==> src/rtl/axi_reg_bridge_if.sv <==
// AXI4-Lite slave-side channel bundle for axi_reg_bridge.
// AW/W/B/AR/R channels, 64-bit data; slave = bridge, master = host.
interface axi_reg_bridge_if #(
  parameter int AXI_ADDR_W = 32
);
  logic [AXI_ADDR_W-1:0] S_AXI_AWADDR;
  logic                  S_AXI_AWVALID;
  logic                  S_AXI_AWREADY;
  logic [63:0]           S_AXI_WDATA;
  logic [7:0]            S_AXI_WSTRB;
  logic                  S_AXI_WVALID;
  logic                  S_AXI_WREADY;
  logic [1:0]            S_AXI_BRESP;
  logic                  S_AXI_BVALID;
  logic                  S_AXI_BREADY;
  logic [AXI_ADDR_W-1:0] S_AXI_ARADDR;
  logic                  S_AXI_ARVALID;
  logic                  S_AXI_ARREADY;
  logic [63:0]           S_AXI_RDATA;
  logic [1:0]            S_AXI_RRESP;
  logic                  S_AXI_RVALID;
  logic                  S_AXI_RREADY;

  modport slave (
    input  S_AXI_AWADDR, S_AXI_AWVALID,
    output S_AXI_AWREADY,
    input  S_AXI_WDATA, S_AXI_WSTRB, S_AXI_WVALID,
    output S_AXI_WREADY,
    output S_AXI_BRESP, S_AXI_BVALID,
    input  S_AXI_BREADY,
    input  S_AXI_ARADDR, S_AXI_ARVALID,
    output S_AXI_ARREADY,
    output S_AXI_RDATA, S_AXI_RRESP, S_AXI_RVALID,
    input  S_AXI_RREADY
  );

  modport master (
    output S_AXI_AWADDR, S_AXI_AWVALID,
    input  S_AXI_AWREADY,
    output S_AXI_WDATA, S_AXI_WSTRB, S_AXI_WVALID,
    input  S_AXI_WREADY,
    input  S_AXI_BRESP, S_AXI_BVALID,
    output S_AXI_BREADY,
    output S_AXI_ARADDR, S_AXI_ARVALID,
    input  S_AXI_ARREADY,
    input  S_AXI_RDATA, S_AXI_RRESP, S_AXI_RVALID,
    output S_AXI_RREADY
  );
endinterface

==> src/rtl/axi_reg_bridge.sv <==
// AXI4-Lite (64-bit) to single-cycle register-bus bridge with read watchdog.
// Ports: S_AXI_ACLK/ARESETN, s_axi (slave modport), reg_wr_*, reg_rd_*.
module axi_reg_bridge #(
  parameter int AXI_ADDR_W = 32,
  parameter int REG_AW     = 16,
  parameter int RD_TIMEOUT = 255
) (
  input  logic              S_AXI_ACLK,
  input  logic              S_AXI_ARESETN,
  axi_reg_bridge_if.slave   s_axi,
  output logic              reg_wr_en,
  output logic [REG_AW-4:0] reg_wr_addr,
  output logic [63:0]       reg_wr_data,
  output logic [7:0]        reg_wr_strb,
  output logic              reg_rd_en,
  output logic [REG_AW-4:0] reg_rd_addr,
  input  logic [63:0]       reg_rd_data,
  input  logic              reg_rd_valid
);
  localparam logic [1:0] W_IDLE  = 2'd0;
  localparam logic [1:0] W_ISSUE = 2'd1;
  localparam logic [1:0] W_RESP  = 2'd2;

  localparam logic [1:0] R_IDLE  = 2'd0;
  localparam logic [1:0] R_ISSUE = 2'd1;
  localparam logic [1:0] R_WAIT  = 2'd2;
  localparam logic [1:0] R_RESP  = 2'd3;

  localparam logic [7:0] TO_LAST = 8'(RD_TIMEOUT - 1);

  logic [1:0]        w_st_q, w_st_d;
  logic              aw_held_q, aw_held_d;
  logic              w_held_q, w_held_d;
  logic [REG_AW-4:0] aw_idx_q, aw_idx_d;
  logic              aw_err_q, aw_err_d;
  logic [63:0]       wdata_q, wdata_d;
  logic [7:0]        wstrb_q, wstrb_d;
  logic [1:0]        bresp_q, bresp_d;

  logic [1:0]        r_st_q, r_st_d;
  logic [REG_AW-4:0] ar_idx_q, ar_idx_d;
  logic [63:0]       rdata_q, rdata_d;
  logic [1:0]        rresp_q, rresp_d;
  logic [7:0]        cnt_q, cnt_d;

  logic aw_hs, w_hs, ar_hs, rd_block;
  logic aw_bad, ar_bad;
  logic unused_ok;

  assign unused_ok = ^{s_axi.S_AXI_AWADDR[2:0],
                       s_axi.S_AXI_ARADDR[2:0]};

  assign aw_bad = |s_axi.S_AXI_AWADDR[AXI_ADDR_W-1:REG_AW];
  assign ar_bad = |s_axi.S_AXI_ARADDR[AXI_ADDR_W-1:REG_AW];

  assign s_axi.S_AXI_AWREADY = (w_st_q == W_IDLE) && !aw_held_q;
  assign s_axi.S_AXI_WREADY  = (w_st_q == W_IDLE) && !w_held_q;
  assign s_axi.S_AXI_ARREADY = (r_st_q == R_IDLE);

  assign aw_hs = s_axi.S_AXI_AWVALID && s_axi.S_AXI_AWREADY;
  assign w_hs  = s_axi.S_AXI_WVALID && s_axi.S_AXI_WREADY;
  assign ar_hs = s_axi.S_AXI_ARVALID && s_axi.S_AXI_ARREADY;

  assign s_axi.S_AXI_BVALID = (w_st_q == W_RESP);
  assign s_axi.S_AXI_BRESP  = s_axi.S_AXI_BVALID ? bresp_q : 2'b00;
  assign s_axi.S_AXI_RVALID = (r_st_q == R_RESP);
  assign s_axi.S_AXI_RRESP  = s_axi.S_AXI_RVALID ? rresp_q : 2'b00;
  assign s_axi.S_AXI_RDATA  = s_axi.S_AXI_RVALID ? rdata_q : 64'd0;

  // A write issue slot always wins; the read strobe slips a cycle.
  assign rd_block = (w_st_q == W_ISSUE);

  assign reg_wr_en   = (w_st_q == W_ISSUE) && !aw_err_q;
  assign reg_wr_addr = aw_idx_q;
  assign reg_wr_data = wdata_q;
  assign reg_wr_strb = wstrb_q;
  assign reg_rd_en   = (r_st_q == R_ISSUE) && !rd_block;
  assign reg_rd_addr = ar_idx_q;

  always_comb begin
    w_st_d    = w_st_q;
    aw_held_d = aw_held_q;
    w_held_d  = w_held_q;
    aw_idx_d  = aw_idx_q;
    aw_err_d  = aw_err_q;
    wdata_d   = wdata_q;
    wstrb_d   = wstrb_q;
    bresp_d   = bresp_q;
    unique case (w_st_q)
      W_IDLE: begin
        if (aw_hs) begin
          aw_idx_d  = s_axi.S_AXI_AWADDR[REG_AW-1:3];
          aw_err_d  = aw_bad;
          aw_held_d = 1'b1;
        end
        if (w_hs) begin
          wdata_d  = s_axi.S_AXI_WDATA;
          wstrb_d  = s_axi.S_AXI_WSTRB;
          w_held_d = 1'b1;
        end
        if ((aw_held_q || aw_hs) && (w_held_q || w_hs))
          w_st_d = W_ISSUE;
      end
      W_ISSUE: begin
        bresp_d   = aw_err_q ? 2'b11 : 2'b00;
        aw_held_d = 1'b0;
        w_held_d  = 1'b0;
        w_st_d    = W_RESP;
      end
      W_RESP: begin
        if (s_axi.S_AXI_BREADY) w_st_d = W_IDLE;
      end
      default: w_st_d = W_IDLE;
    endcase
  end

  always_comb begin
    r_st_d   = r_st_q;
    ar_idx_d = ar_idx_q;
    rdata_d  = rdata_q;
    rresp_d  = rresp_q;
    cnt_d    = cnt_q;
    unique case (r_st_q)
      R_IDLE: begin
        if (ar_hs) begin
          ar_idx_d = s_axi.S_AXI_ARADDR[REG_AW-1:3];
          cnt_d    = 8'd0;
          if (ar_bad) begin
            rdata_d = 64'd0;
            rresp_d = 2'b11;
            r_st_d  = R_RESP;
          end else begin
            r_st_d = R_ISSUE;
          end
        end
      end
      R_ISSUE: begin
        if (!rd_block) begin
          cnt_d  = 8'd0;
          r_st_d = R_WAIT;
        end
      end
      R_WAIT: begin
        // Data arriving on the final watchdog cycle still wins.
        if (reg_rd_valid) begin
          rdata_d = reg_rd_data;
          rresp_d = 2'b00;
          r_st_d  = R_RESP;
        end else if (cnt_q == TO_LAST) begin
          rdata_d = 64'd0;
          rresp_d = 2'b10;
          r_st_d  = R_RESP;
        end else begin
          cnt_d = cnt_q + 8'd1;
        end
      end
      R_RESP: begin
        if (s_axi.S_AXI_RREADY) r_st_d = R_IDLE;
      end
      default: r_st_d = R_IDLE;
    endcase
  end

  always_ff @(posedge S_AXI_ACLK or negedge S_AXI_ARESETN) begin
    if (!S_AXI_ARESETN) begin
      w_st_q    <= W_IDLE;
      aw_held_q <= 1'b0;
      w_held_q  <= 1'b0;
      aw_idx_q  <= '0;
      aw_err_q  <= 1'b0;
      wdata_q   <= 64'd0;
      wstrb_q   <= 8'd0;
      bresp_q   <= 2'b00;
      r_st_q    <= R_IDLE;
      ar_idx_q  <= '0;
      rdata_q   <= 64'd0;
      rresp_q   <= 2'b00;
      cnt_q     <= 8'd0;
    end else begin
      w_st_q    <= w_st_d;
      aw_held_q <= aw_held_d;
      w_held_q  <= w_held_d;
      aw_idx_q  <= aw_idx_d;
      aw_err_q  <= aw_err_d;
      wdata_q   <= wdata_d;
      wstrb_q   <= wstrb_d;
      bresp_q   <= bresp_d;
      r_st_q    <= r_st_d;
      ar_idx_q  <= ar_idx_d;
      rdata_q   <= rdata_d;
      rresp_q   <= rresp_d;
      cnt_q     <= cnt_d;
    end
  end
endmodule

==> src/flat_wrapper.sv <==
// flat-port wrapper written by rule: the top's interface ports become plain ports
module axi_reg_bridge_flat 
#(
  parameter int AXI_ADDR_W = 32,
  parameter int REG_AW     = 16,
  parameter int RD_TIMEOUT = 255
)
  (S_AXI_ACLK, S_AXI_ARESETN, reg_wr_en, reg_wr_addr, reg_wr_data, reg_wr_strb, reg_rd_en, reg_rd_addr, reg_rd_data, reg_rd_valid, s_axi_S_AXI_AWADDR, s_axi_S_AXI_AWVALID, s_axi_S_AXI_AWREADY, s_axi_S_AXI_WDATA, s_axi_S_AXI_WSTRB, s_axi_S_AXI_WVALID, s_axi_S_AXI_WREADY, s_axi_S_AXI_BRESP, s_axi_S_AXI_BVALID, s_axi_S_AXI_BREADY, s_axi_S_AXI_ARADDR, s_axi_S_AXI_ARVALID, s_axi_S_AXI_ARREADY, s_axi_S_AXI_RDATA, s_axi_S_AXI_RRESP, s_axi_S_AXI_RVALID, s_axi_S_AXI_RREADY);
  axi_reg_bridge_if #(.AXI_ADDR_W(AXI_ADDR_W)) s_axi_i ();
  input  logic S_AXI_ACLK;
  input  logic S_AXI_ARESETN;
  output logic reg_wr_en;
  output logic [REG_AW-4:0] reg_wr_addr;
  output logic [63:0] reg_wr_data;
  output logic [7:0] reg_wr_strb;
  output logic reg_rd_en;
  output logic [REG_AW-4:0] reg_rd_addr;
  input  logic [63:0] reg_rd_data;
  input  logic reg_rd_valid;
  input wire logic [$bits(s_axi_i.S_AXI_AWADDR)-1:0] s_axi_S_AXI_AWADDR;
  input wire logic [$bits(s_axi_i.S_AXI_AWVALID)-1:0] s_axi_S_AXI_AWVALID;
  output wire logic [$bits(s_axi_i.S_AXI_AWREADY)-1:0] s_axi_S_AXI_AWREADY;
  input wire logic [$bits(s_axi_i.S_AXI_WDATA)-1:0] s_axi_S_AXI_WDATA;
  input wire logic [$bits(s_axi_i.S_AXI_WSTRB)-1:0] s_axi_S_AXI_WSTRB;
  input wire logic [$bits(s_axi_i.S_AXI_WVALID)-1:0] s_axi_S_AXI_WVALID;
  output wire logic [$bits(s_axi_i.S_AXI_WREADY)-1:0] s_axi_S_AXI_WREADY;
  output wire logic [$bits(s_axi_i.S_AXI_BRESP)-1:0] s_axi_S_AXI_BRESP;
  output wire logic [$bits(s_axi_i.S_AXI_BVALID)-1:0] s_axi_S_AXI_BVALID;
  input wire logic [$bits(s_axi_i.S_AXI_BREADY)-1:0] s_axi_S_AXI_BREADY;
  input wire logic [$bits(s_axi_i.S_AXI_ARADDR)-1:0] s_axi_S_AXI_ARADDR;
  input wire logic [$bits(s_axi_i.S_AXI_ARVALID)-1:0] s_axi_S_AXI_ARVALID;
  output wire logic [$bits(s_axi_i.S_AXI_ARREADY)-1:0] s_axi_S_AXI_ARREADY;
  output wire logic [$bits(s_axi_i.S_AXI_RDATA)-1:0] s_axi_S_AXI_RDATA;
  output wire logic [$bits(s_axi_i.S_AXI_RRESP)-1:0] s_axi_S_AXI_RRESP;
  output wire logic [$bits(s_axi_i.S_AXI_RVALID)-1:0] s_axi_S_AXI_RVALID;
  input wire logic [$bits(s_axi_i.S_AXI_RREADY)-1:0] s_axi_S_AXI_RREADY;
  assign s_axi_i.S_AXI_AWADDR = s_axi_S_AXI_AWADDR;
  assign s_axi_i.S_AXI_AWVALID = s_axi_S_AXI_AWVALID;
  assign s_axi_S_AXI_AWREADY = s_axi_i.S_AXI_AWREADY;
  assign s_axi_i.S_AXI_WDATA = s_axi_S_AXI_WDATA;
  assign s_axi_i.S_AXI_WSTRB = s_axi_S_AXI_WSTRB;
  assign s_axi_i.S_AXI_WVALID = s_axi_S_AXI_WVALID;
  assign s_axi_S_AXI_WREADY = s_axi_i.S_AXI_WREADY;
  assign s_axi_S_AXI_BRESP = s_axi_i.S_AXI_BRESP;
  assign s_axi_S_AXI_BVALID = s_axi_i.S_AXI_BVALID;
  assign s_axi_i.S_AXI_BREADY = s_axi_S_AXI_BREADY;
  assign s_axi_i.S_AXI_ARADDR = s_axi_S_AXI_ARADDR;
  assign s_axi_i.S_AXI_ARVALID = s_axi_S_AXI_ARVALID;
  assign s_axi_S_AXI_ARREADY = s_axi_i.S_AXI_ARREADY;
  assign s_axi_S_AXI_RDATA = s_axi_i.S_AXI_RDATA;
  assign s_axi_S_AXI_RRESP = s_axi_i.S_AXI_RRESP;
  assign s_axi_S_AXI_RVALID = s_axi_i.S_AXI_RVALID;
  assign s_axi_i.S_AXI_RREADY = s_axi_S_AXI_RREADY;
  axi_reg_bridge #(.AXI_ADDR_W(AXI_ADDR_W), .REG_AW(REG_AW), .RD_TIMEOUT(RD_TIMEOUT)) u_core (.S_AXI_ACLK(S_AXI_ACLK), .S_AXI_ARESETN(S_AXI_ARESETN), .s_axi(s_axi_i), .reg_wr_en(reg_wr_en), .reg_wr_addr(reg_wr_addr), .reg_wr_data(reg_wr_data), .reg_wr_strb(reg_wr_strb), .reg_rd_en(reg_rd_en), .reg_rd_addr(reg_rd_addr), .reg_rd_data(reg_rd_data), .reg_rd_valid(reg_rd_valid));
endmodule
==> config.mk <==
export PLATFORM = sky130hd
export DESIGN_NAME = axi_reg_bridge_flat
export DESIGN_NICKNAME = d
export VERILOG_FILES = /design/src/rtl/axi_reg_bridge_if.sv /design/src/rtl/axi_reg_bridge.sv /design/src/flat_wrapper.sv
export SDC_FILE = /design/constraint.sdc
export NUM_CORES = 1
export LEC_CHECK = 0
export ABC_CLOCK_PERIOD_IN_PS = 1800
export BUFFER_PORTS_ARGS = -buffer_cell sky130_fd_sc_hd__buf_2
export CAP_MARGIN = 5
export CELL_PAD_IN_SITES_DETAIL_PLACEMENT = 1
export CELL_PAD_IN_SITES_GLOBAL_PLACEMENT = 1
export CORE_ASPECT_RATIO = 1.5
export CORE_UTILIZATION = 33
export CTS_CLUSTER_DIAMETER = 50
export CTS_CLUSTER_SIZE = 16
export DETAILED_ROUTE_END_ITERATION = 10
export HOLD_SLACK_MARGIN = 0.02
export PLACE_DENSITY = 0.76
export REMOVE_ABC_BUFFERS = 1
export SLEW_MARGIN = 20
export SYNTH_ARGS = -nofsm -noshare
export SYNTH_HDL_FRONTEND = slang
export SYNTH_SLANG_ARGS = --single-unit
==> constraint.sdc <==
create_clock -name S_AXI_ACLK -period 1.8 [get_ports S_AXI_ACLK]
set_input_delay 0.36 -clock S_AXI_ACLK [delete_from_list [all_inputs] [get_ports S_AXI_ACLK]]
set_output_delay 0.36 -clock S_AXI_ACLK [all_outputs]
set_load 0.01 [all_outputs]
==> run summary, run 1 <==
Via count: 6471
Reg2Reg Depth: 9
Placed cell area: 10700 µm²
WS Path Type: register to register
Worst Hold Margin: 130 ps
Fin Clk Skew: 6.56 ps
Detailed placement HPWL: 18600 µm
Area growth from synthesis to final layout: 47.1%
P per Cell Area: 1790 nW/µm²
Register-to-register setup slack: -320 ps
Post-synth cell types: 38
CP most frequent cell: buf_12
First-pass GRT wire length: 40600 µm
Clock Latency Late Sink: 430 ps
Slowest cell on crit path: dfrtp_1
Total track usage: 20.8%
Crit Path Max Fanout: 8
Final Cell Area: 12100 µm²
Number of fillers in the final layout: 2696
Final setup violation count: 146
Max Slew Vio Count: 0
Total Nets Final: 1253
Failing checks: setup timing
Router iterations before antenna repair: 4
Crit path time final: 2120 ps
Hold_sp: s_axi_S_AXI_BREADY
Final Hold Vio Count: 0
Routed len/inst: 19.4 µm
Status: finished with violations
Ys Warns: 0
Starting Density: 33.8%
Synth Cell Area: 8250 µm²
Total Power Consumption: 0.0217 W
DRT iter0 DRCs: 151
Layout cell share with drive strength beyond 1: 65.0%
Global placement routability congestion: 0.780
Simple logic cell fraction of the synthesized area: 13.5%
CTS tree: yes
Crit share post-route: 118%
Post-synthesis sequential area ratio: 54.6%
WP buf/inv: 4
Io pins: 381
Die height: 196 µm
Reg clk slew, reported paths: 70 ps
Die X-Extent: 131 µm
XOR/XNOR share of the synthesized area: 0.212%
Max cap viols: 0
Post-synthesis cell count: 615
Die area: 25700 µm²
GRT overflow: 0
Vias per inst: 4.71
Largest net degree at the start of global routing: 49
Largest family of logic cells by synthesized area: multiplexers
Hold path endpoint: u_core.w_st_q[1]$_DFFE_PN0P_
R2R Path Start: u_core.r_st_q[1]$_DFFE_PN0P_
Initial antenna violation count: 1
VDD IR-drop max: 0.679 mV
Hold depth: 2
Final core utilization: 49.7%
Post-route setup slack: -320 ps
Place WS: -280 ps
Critical path, cell by cell: buf_6 -> ha_2 -> nand2b_1 -> a21oi_4 -> a221oi_4 -> buf_12 -> buf_12 -> buf_16 -> mux2_4
DRC violations left: 0
Total Wirelength: 26700 µm
Mean post-synth cell area: 13.4 µm²
Max Clk Rate: 472 MHz
Final ANT Viol Nets: 0
Commonest non-fill, non-tap cell in the layout: buf_2
Sink Count: 180
Clk root buf: clkbuf_16
Seq cells post-synth: 180
Inserted Clock Buffers: 17
Crit path max-delay family: buffers and inverters
Setup crit end kind: register
Vias in the first global route: 7081
Area contributors post-synth: dfrtp_1, mux2_2, mux2_4
Worst R2R End: u_core.rdata_q[49]$_DFFE_PN0P_
Post-Synth Adder-Cell Area: 1.21%
Worst Path Arrival: 2430 ps
Min-Delay Path Class: input port to register
Leakage: 6.28 nW
Rows: 70
# H-tree levels: 4
Top cell type's share of synthesized area: 54.6%
Worst-margin pin slew: 441 ps
Dominant cell type by area after synthesis: dfrtp_1
Core area: 24400 µm²
Complex-gate fraction of the synthesized area: 2.47%
Slew headroom: 70.6%
PortBufs: 374
Crit-path max cell delay: 400 ps
Most frequent cells in the layout: buf_2, dfrtp_1, mux2_2
CP required: 2110 ps
Post-synthesis mux area share: 24.4%
RSZ-0062 raised after global routing: true
Longest Clk Path Bufs: 2
Startpoint Class: register
-- where the power goes --
part           internal, W  total (W)  switching, W
clock              0.00227    0.00392       0.00165
sequential         0.00602    0.00706       0.00104
combinational      0.00601     0.0107       0.00469
-- Yosys cell counts (all sizes together) --
library cell / instances
dfrtp: 180
mux2: 164
and2: 69
and3: 65
clkbuf: 21
buf: 19
inv: 13
nand2: 10
nor4: 9
ha: 8
nor2: 8
nand3: 7
a21oi: 5
nor3: 5
o221ai: 4
o22ai: 4
and4: 3
nand2b: 3
nor2b: 3
o21ai: 3
mux2i: 2
xnor2: 2
a2111oi: 1
a211oi: 1
a21boi: 1
a21o: 1
a221oi: 1
and2b: 1
nand4: 1
or2b: 1
-- cell families (layout without fill, tap and decap cells) --
family | count (synthesis) | in the layout
AOI/OAI and AO/OA | 21 | 21
and+or+nand+nor | 185 | 185
adders and majority gates | 8 | 8
buffers and inverters | 53 | 488
xor gates and xnor gates | 2 | 2
other | 0 | 1
DFF | 180 | 180
muxes | 166 | 166
-- cell type report --
type | count | area [µm²] | share of cell area (%)
Antenna cell | 1 | 2.50 | 0.0206
Clock buffer | 21 | 460 | 3.79
Clock inverter | 11 | 148 | 1.22
Inverter | 13 | 51.3 | 0.423
Multi-Input combinational cell | 382 | 3630 | 29.9
Sequential cell | 180 | 4510 | 37.1
Tap cell | 324 | 405 | 3.34
Timing Repair Buffer | 443 | 2940 | 24.2
-- stage by stage --
stage | TNS, ps | cells
after detailed placement | -17080 | 1316
after CTS | -40330 | 1373
after floorplan | -275800 | 575
after global placement | -12740 | 1316
final | -38160 | 1375
after global routing | -45550 | 1375
-- layer usage --
metal,part of all wire (%),GRT usage [%]
met3,3.6,4.03
met1,37,22.2
met4,2.3,8.19
met2,57,39.8
met5,0,0
-- state kept, by name (all words and copies together), names as in the netlist --
register            cells
u_core.w_held_q         1
u_core.rdata_q         64
u_core.aw_err_q         1
u_core.reg_rd_addr     13
u_core.w_st_q           2
u_core.bresp_q          1
u_core.cnt_q            8
u_core.rresp_q          2
u_core.r_st_q           2
u_core.reg_wr_data     64
u_core.reg_wr_addr     13
u_core.aw_held_q        1
u_core.reg_wr_strb      8
-- worst max-delay path by stage --
stage / startpoint / depth (start not counted) / slack [ps] / end
2_1_floorplan: u_core.r_st_q[0]$_DFFE_PN0P_ / 5 / -2650 / u_core.rdata_q[0]$_DFFE_PN0P_
3_3_place_gp: u_core.r_st_q[0]$_DFFE_PN0P_ / 7 / -220 / u_core.rdata_q[21]$_DFFE_PN0P_
3_5_place_dp: u_core.r_st_q[0]$_DFFE_PN0P_ / 7 / -280 / u_core.rdata_q[6]$_DFFE_PN0P_
4_1_cts: u_core.r_st_q[1]$_DFFE_PN0P_ / 6 / -350 / s_axi_S_AXI_RDATA[62]
5_1_grt: u_core.r_st_q[1]$_DFFE_PN0P_ / 6 / -370 / s_axi_S_AXI_RDATA[38]
6_report: u_core.r_st_q[1]$_DFFE_PN0P_ / 9 / -320 / u_core.rdata_q[49]$_DFFE_PN0P_
-- repair_timing --
item / CTS / global route
pin swaps: 7 / 5
hold endpoints to repair: 38 / 0
hold buffers: 1 / 0
setup endpoints to repair: 148 / 231
resized for setup: 56 / 47
buffers inserted: 19 / 2
gates cloned: 5 / 1
Note: power is estimated with default switching activity, not from simulation.
==> inputs of run 2 (changes only) <==
--- a/config.mk
+++ b/config.mk
@@ -5,18 +5,19 @@
 export SDC_FILE = /design/constraint.sdc
 export NUM_CORES = 1
 export LEC_CHECK = 0
-export ABC_CLOCK_PERIOD_IN_PS = 1800
+export ABC_AREA = 1
+export ABC_CLOCK_PERIOD_IN_PS = 2700
 export BUFFER_PORTS_ARGS = -buffer_cell sky130_fd_sc_hd__buf_2
 export CAP_MARGIN = 5
 export CELL_PAD_IN_SITES_DETAIL_PLACEMENT = 1
 export CELL_PAD_IN_SITES_GLOBAL_PLACEMENT = 1
 export CORE_ASPECT_RATIO = 1.5
-export CORE_UTILIZATION = 33
+export CORE_UTILIZATION = 35
 export CTS_CLUSTER_DIAMETER = 50
 export CTS_CLUSTER_SIZE = 16
 export DETAILED_ROUTE_END_ITERATION = 10
 export HOLD_SLACK_MARGIN = 0.02
-export PLACE_DENSITY = 0.76
+export PLACE_DENSITY = 0.84
 export REMOVE_ABC_BUFFERS = 1
 export SLEW_MARGIN = 20
 export SYNTH_ARGS = -nofsm -noshare
==> constraint.sdc (replaced) <==
create_clock -name S_AXI_ACLK -period 2.7 [get_ports S_AXI_ACLK]
set_input_delay 0.54 -clock S_AXI_ACLK [delete_from_list [all_inputs] [get_ports S_AXI_ACLK]]
set_output_delay 0.54 -clock S_AXI_ACLK [all_outputs]
set_load 0.01 [all_outputs]
==> run 2 against run 1 <==
  * Critical endpoint is now s_axi_S_AXI_RDATA[61]
  * The flow now finishes without violations
  * Clock power shrank 31%
  * Synthesized cell count up 81%
  * Combinational power down 53%
  * Non-clock buffer count is 52 lower
  * Largest cell class unchanged
  * Global-route usage increased by 1.4 points
  * Core utilization decreased by 1.8 points
  * Final area fell by 6.4%
  * Flip-flop and latch count unchanged
  * Wire length rose by 1.6%
  * Sequential share of layout area increased by 2.5 points
  * Sequential power shrank 36%
==> run summary, run 2 <==
Die area: 24900 µm² (-3.0%)
Dominant cell type by area after synthesis: dfrtp_1
Asr flop ratio synth: 100% (unchanged)
Crit path time final: 2430 ps
XOR/XNOR share of the synthesized area: 0.207% (-0.0058 points)
Setup crit end kind: primary output
Post-synth cell types: 25 (-34%)
Clock Latency Late Sink: 430 ps (about the same)
Register-to-register setup slack: 510 ps (+830 ps)
Vias in the first global route: 8692 (+23%)
Slew headroom: 50.3% (-20 points)
Ys Warns: 0 (unchanged)
Total Nets Final: 1676 (+34%)
Setup TNS: 0 ps (+38160 ps)
P per Cell Area: 1080 nW/µm² (-40%)
WP buf/inv: 3 (-1)
Post-CTS setup buffer count: 0 (-19)
PortBufs: 374 (unchanged)
Post-Synth Adder-Cell Area: 1.18% (-0.033 points)
Critical path destination: s_axi_S_AXI_RDATA[61]
Top FF cell, synth: dfrtp_1
Fin Clk Skew: 11.0 ps (+4.42 ps)
Reg clk slew, reported paths: 70 ps (about the same)
Area contributors post-synth: dfrtp_1, nand2_1, nand3_1
Critical Path Start: u_core.r_st_q[1]$_DFFE_PN0P_
DRT iter0 DRCs: 335 (+120%)
Crit share post-route: 90.0%
Synth top cells by count: nand2_1, dfrtp_1, inv_1
Via count: 8386 (+30%)
Place WS: 528 ps (+808 ps)
Worst R2R End: u_core.rdata_q[50]$_DFFE_PN0P_
Final core utilization: 47.8% (-1.8 points)
CP required: 2160 ps (+50 ps)
Worst Path Arrival: 1890 ps (-540 ps)
Rows: 69 (-1.4%)
RSZ-0062 raised after global routing: false
Number of fillers in the final layout: 3053 (+13%)
DRC violations left: 0 (unchanged)
Routed len/inst: 15.1 µm (-22%)
WS Path Type: register to primary output
Crit-path max cell delay: 450 ps (+50 ps)
Final ANT Viol Nets: 0 (unchanged)
Seq cells post-synth: 180 (unchanged)
Total Wirelength: 27200 µm (+1.6%)
Max cap viols: 0 (unchanged)
Top cell type's share of synthesized area: 53.1% (-1.5 points)
Largest net degree at the start of global routing: 74 (+51%)
Core area: 23700 µm² (-2.8%)
Reg2Reg Depth: 8 (-1)
Mean post-synth cell area: 7.62 µm² (-43%)
# H-tree levels: 4 (unchanged)
Initial antenna violation count: 5 (+4)
Worst Hold Margin: 103 ps (-26.6 ps)
Most frequent cells in the layout: nand2_1, buf_2, dfrtp_1
Final Hold Vio Count: 0 (unchanged)
Area growth from synthesis to final layout: 33.9%
Final setup violation count: 0 (-100%)
Critical path, cell by cell: ha_2 -> buf_4 -> nand2_1 -> inv_1 -> buf_2
Longest Clk Path Bufs: 2 (unchanged)
Leakage: 7.27 nW (+16%)
Post-synthesis sequential area ratio: 53.1% (-1.5 points)
Global placement routability congestion: 0.774 (-0.77%)
Top-count cell post-synth: nand2_1
Post-synthesis mux area share: 1.73% (-23 points)
Post-synthesis cell count: 1113 (+81%)
Min-Delay Path Class: input port to async pin
Detailed placement HPWL: 19700 µm (+5.7%)
Slowest cell on crit path: ha_2
Die X-Extent: 129 µm (-1.5%)
Max Clk Rate: 412 MHz
Total track usage: 22.2% (+1.4 points)
Router iterations before antenna repair: 4 (unchanged)
Number of cells on the critical path: 5 (-4)
DP Cell Count: 1760 (+34%)
First-pass GRT wire length: 42800 µm (+5.5%)
Simple logic cell fraction of the synthesized area: 33.0% (+19 points)
Crit Path Max Fanout: 16 (+8)
Inserted Clock Buffers: 17 (unchanged)
R2R Path Start: u_core.r_st_q[0]$_DFFE_PN0P_
GRT overflow: 0 (unchanged)
Sink Count: 180 (unchanged)
Status: finished clean
Max Slew Vio Count: 0 (unchanged)
Non-Filler Instances: 1794 (+30%)
Largest family of logic cells by synthesized area: simple AND/OR/NAND/NOR gates
CTS tree: yes
Complex-gate fraction of the synthesized area: 0.693% (-1.8 points)
Commonest non-fill, non-tap cell in the layout: nand2_1
Vias per inst: 4.67 (-0.67%)
EDFF count, synth: 0 (unchanged)
Die height: 193 µm (-1.5%)
Io pins: 381 (unchanged)
Hold Buf Count CTS: 0 (-1)
Worst-margin pin slew: 746 ps (+305 ps)
VDD IR-drop max: 0.589 mV (-13%)
Startpoint Class: register
Crit path max-delay family: buffers and inverters
Layout cell share with drive strength beyond 1: 30.3% (-35 points)
CTS resizes: 0 (-100%)
Starting Density: 35.7% (+2.0 points)
Synth Cell Area: 8480 µm² (+2.8%)
Post-route setup slack: 270 ps (+590 ps)
Clk root buf: clkbuf_16
-- run 2: cell types whose count changed in the layout (fill, tap and decap cells not counted), moves of 20 or more --
cell     previous run  this run
inv_1               9       149
and2_1             49         0
and3_1             64         0
buf_2             343       373
nor2_1              8        97
nand2_1             8       429
and2_4             20         0
buf_6              38         1
buf_4              38         9
mux2_2            123        13
mux2_4             41         0
nand3_1             7       146
-- run 2: logic make-up (layout without fill, tap and decap cells) --
logic type                 after synthesis  after routing
AOI/OAI and AO/OA                        9              9
xor gates and xnor gates                 2              2
adders and majority gates                8              8
buffers and inverters                  212            571
DFF                                    180            180
muxes                                   13             13
other                                    0              3
and+or+nand+nor                        689            689
-- run 2: worst min-delay path by stage --
stage | from | to | depth (start not counted)
after global placement | u_core.reg_wr_data[27]$_DFFE_PN0P_ | u_core.reg_wr_data[27]$_DFFE_PN0P_ | 2
after global routing | S_AXI_ARESETN | u_core.rdata_q[40]$_DFFE_PN0P_ | 1
after detailed placement | u_core.reg_wr_data[55]$_DFFE_PN0P_ | u_core.reg_wr_data[55]$_DFFE_PN0P_ | 2
after CTS | S_AXI_ARESETN | u_core.rdata_q[21]$_DFFE_PN0P_ | 1
after floorplan | S_AXI_ARESETN | u_core.aw_err_q$_DFFE_PN0P_ | 0
final | S_AXI_ARESETN | u_core.rdata_q[40]$_DFFE_PN0P_ | 1
-- run 2: per-layer routing --
metal  up-vias  global-route usage [%]  routed length (µm)
li1       4029                       -                   -
met1      4020                    24.3               10400
met2       287                    40.4               14300
met3        46                    5.16                1630
met4         4                    9.59                 771
met5         -                       0                  26
-- run 2: through the flow --
| stage | power (W) | instance area [µm²] |
|---|---|---|
| after floorplan | 0.00724 | 8180 |
| after global placement | 0.00941 | 10700 |
| after detailed placement | 0.00964 | 10700 |
| after CTS | 0.0124 | 11400 |
| after global routing | 0.0132 | 11400 |
| final | 0.0123 | 11400 |
-- run 2: cell type report --
type                    count  area, µm²  area share (%)
flip-flops and latches    180       4500            39.7
multi-input cells         721       3140            27.7
repair buffers            391       2110            18.5
inverters                 149        559            4.92
diodes                      3       7.51          0.0661
well taps                 319        399            3.51
clock inverters            11        174            1.53
clock buffers              20        467            4.11
-- run 2: power by group --
group	internal (W)	total, W	switching [W]
registers	0.00389	0.00455	0.000654
logic	0.00177	0.00499	0.00322
clock network	0.00163	0.00272	0.00109
total	0.00729	0.0123	0.00497
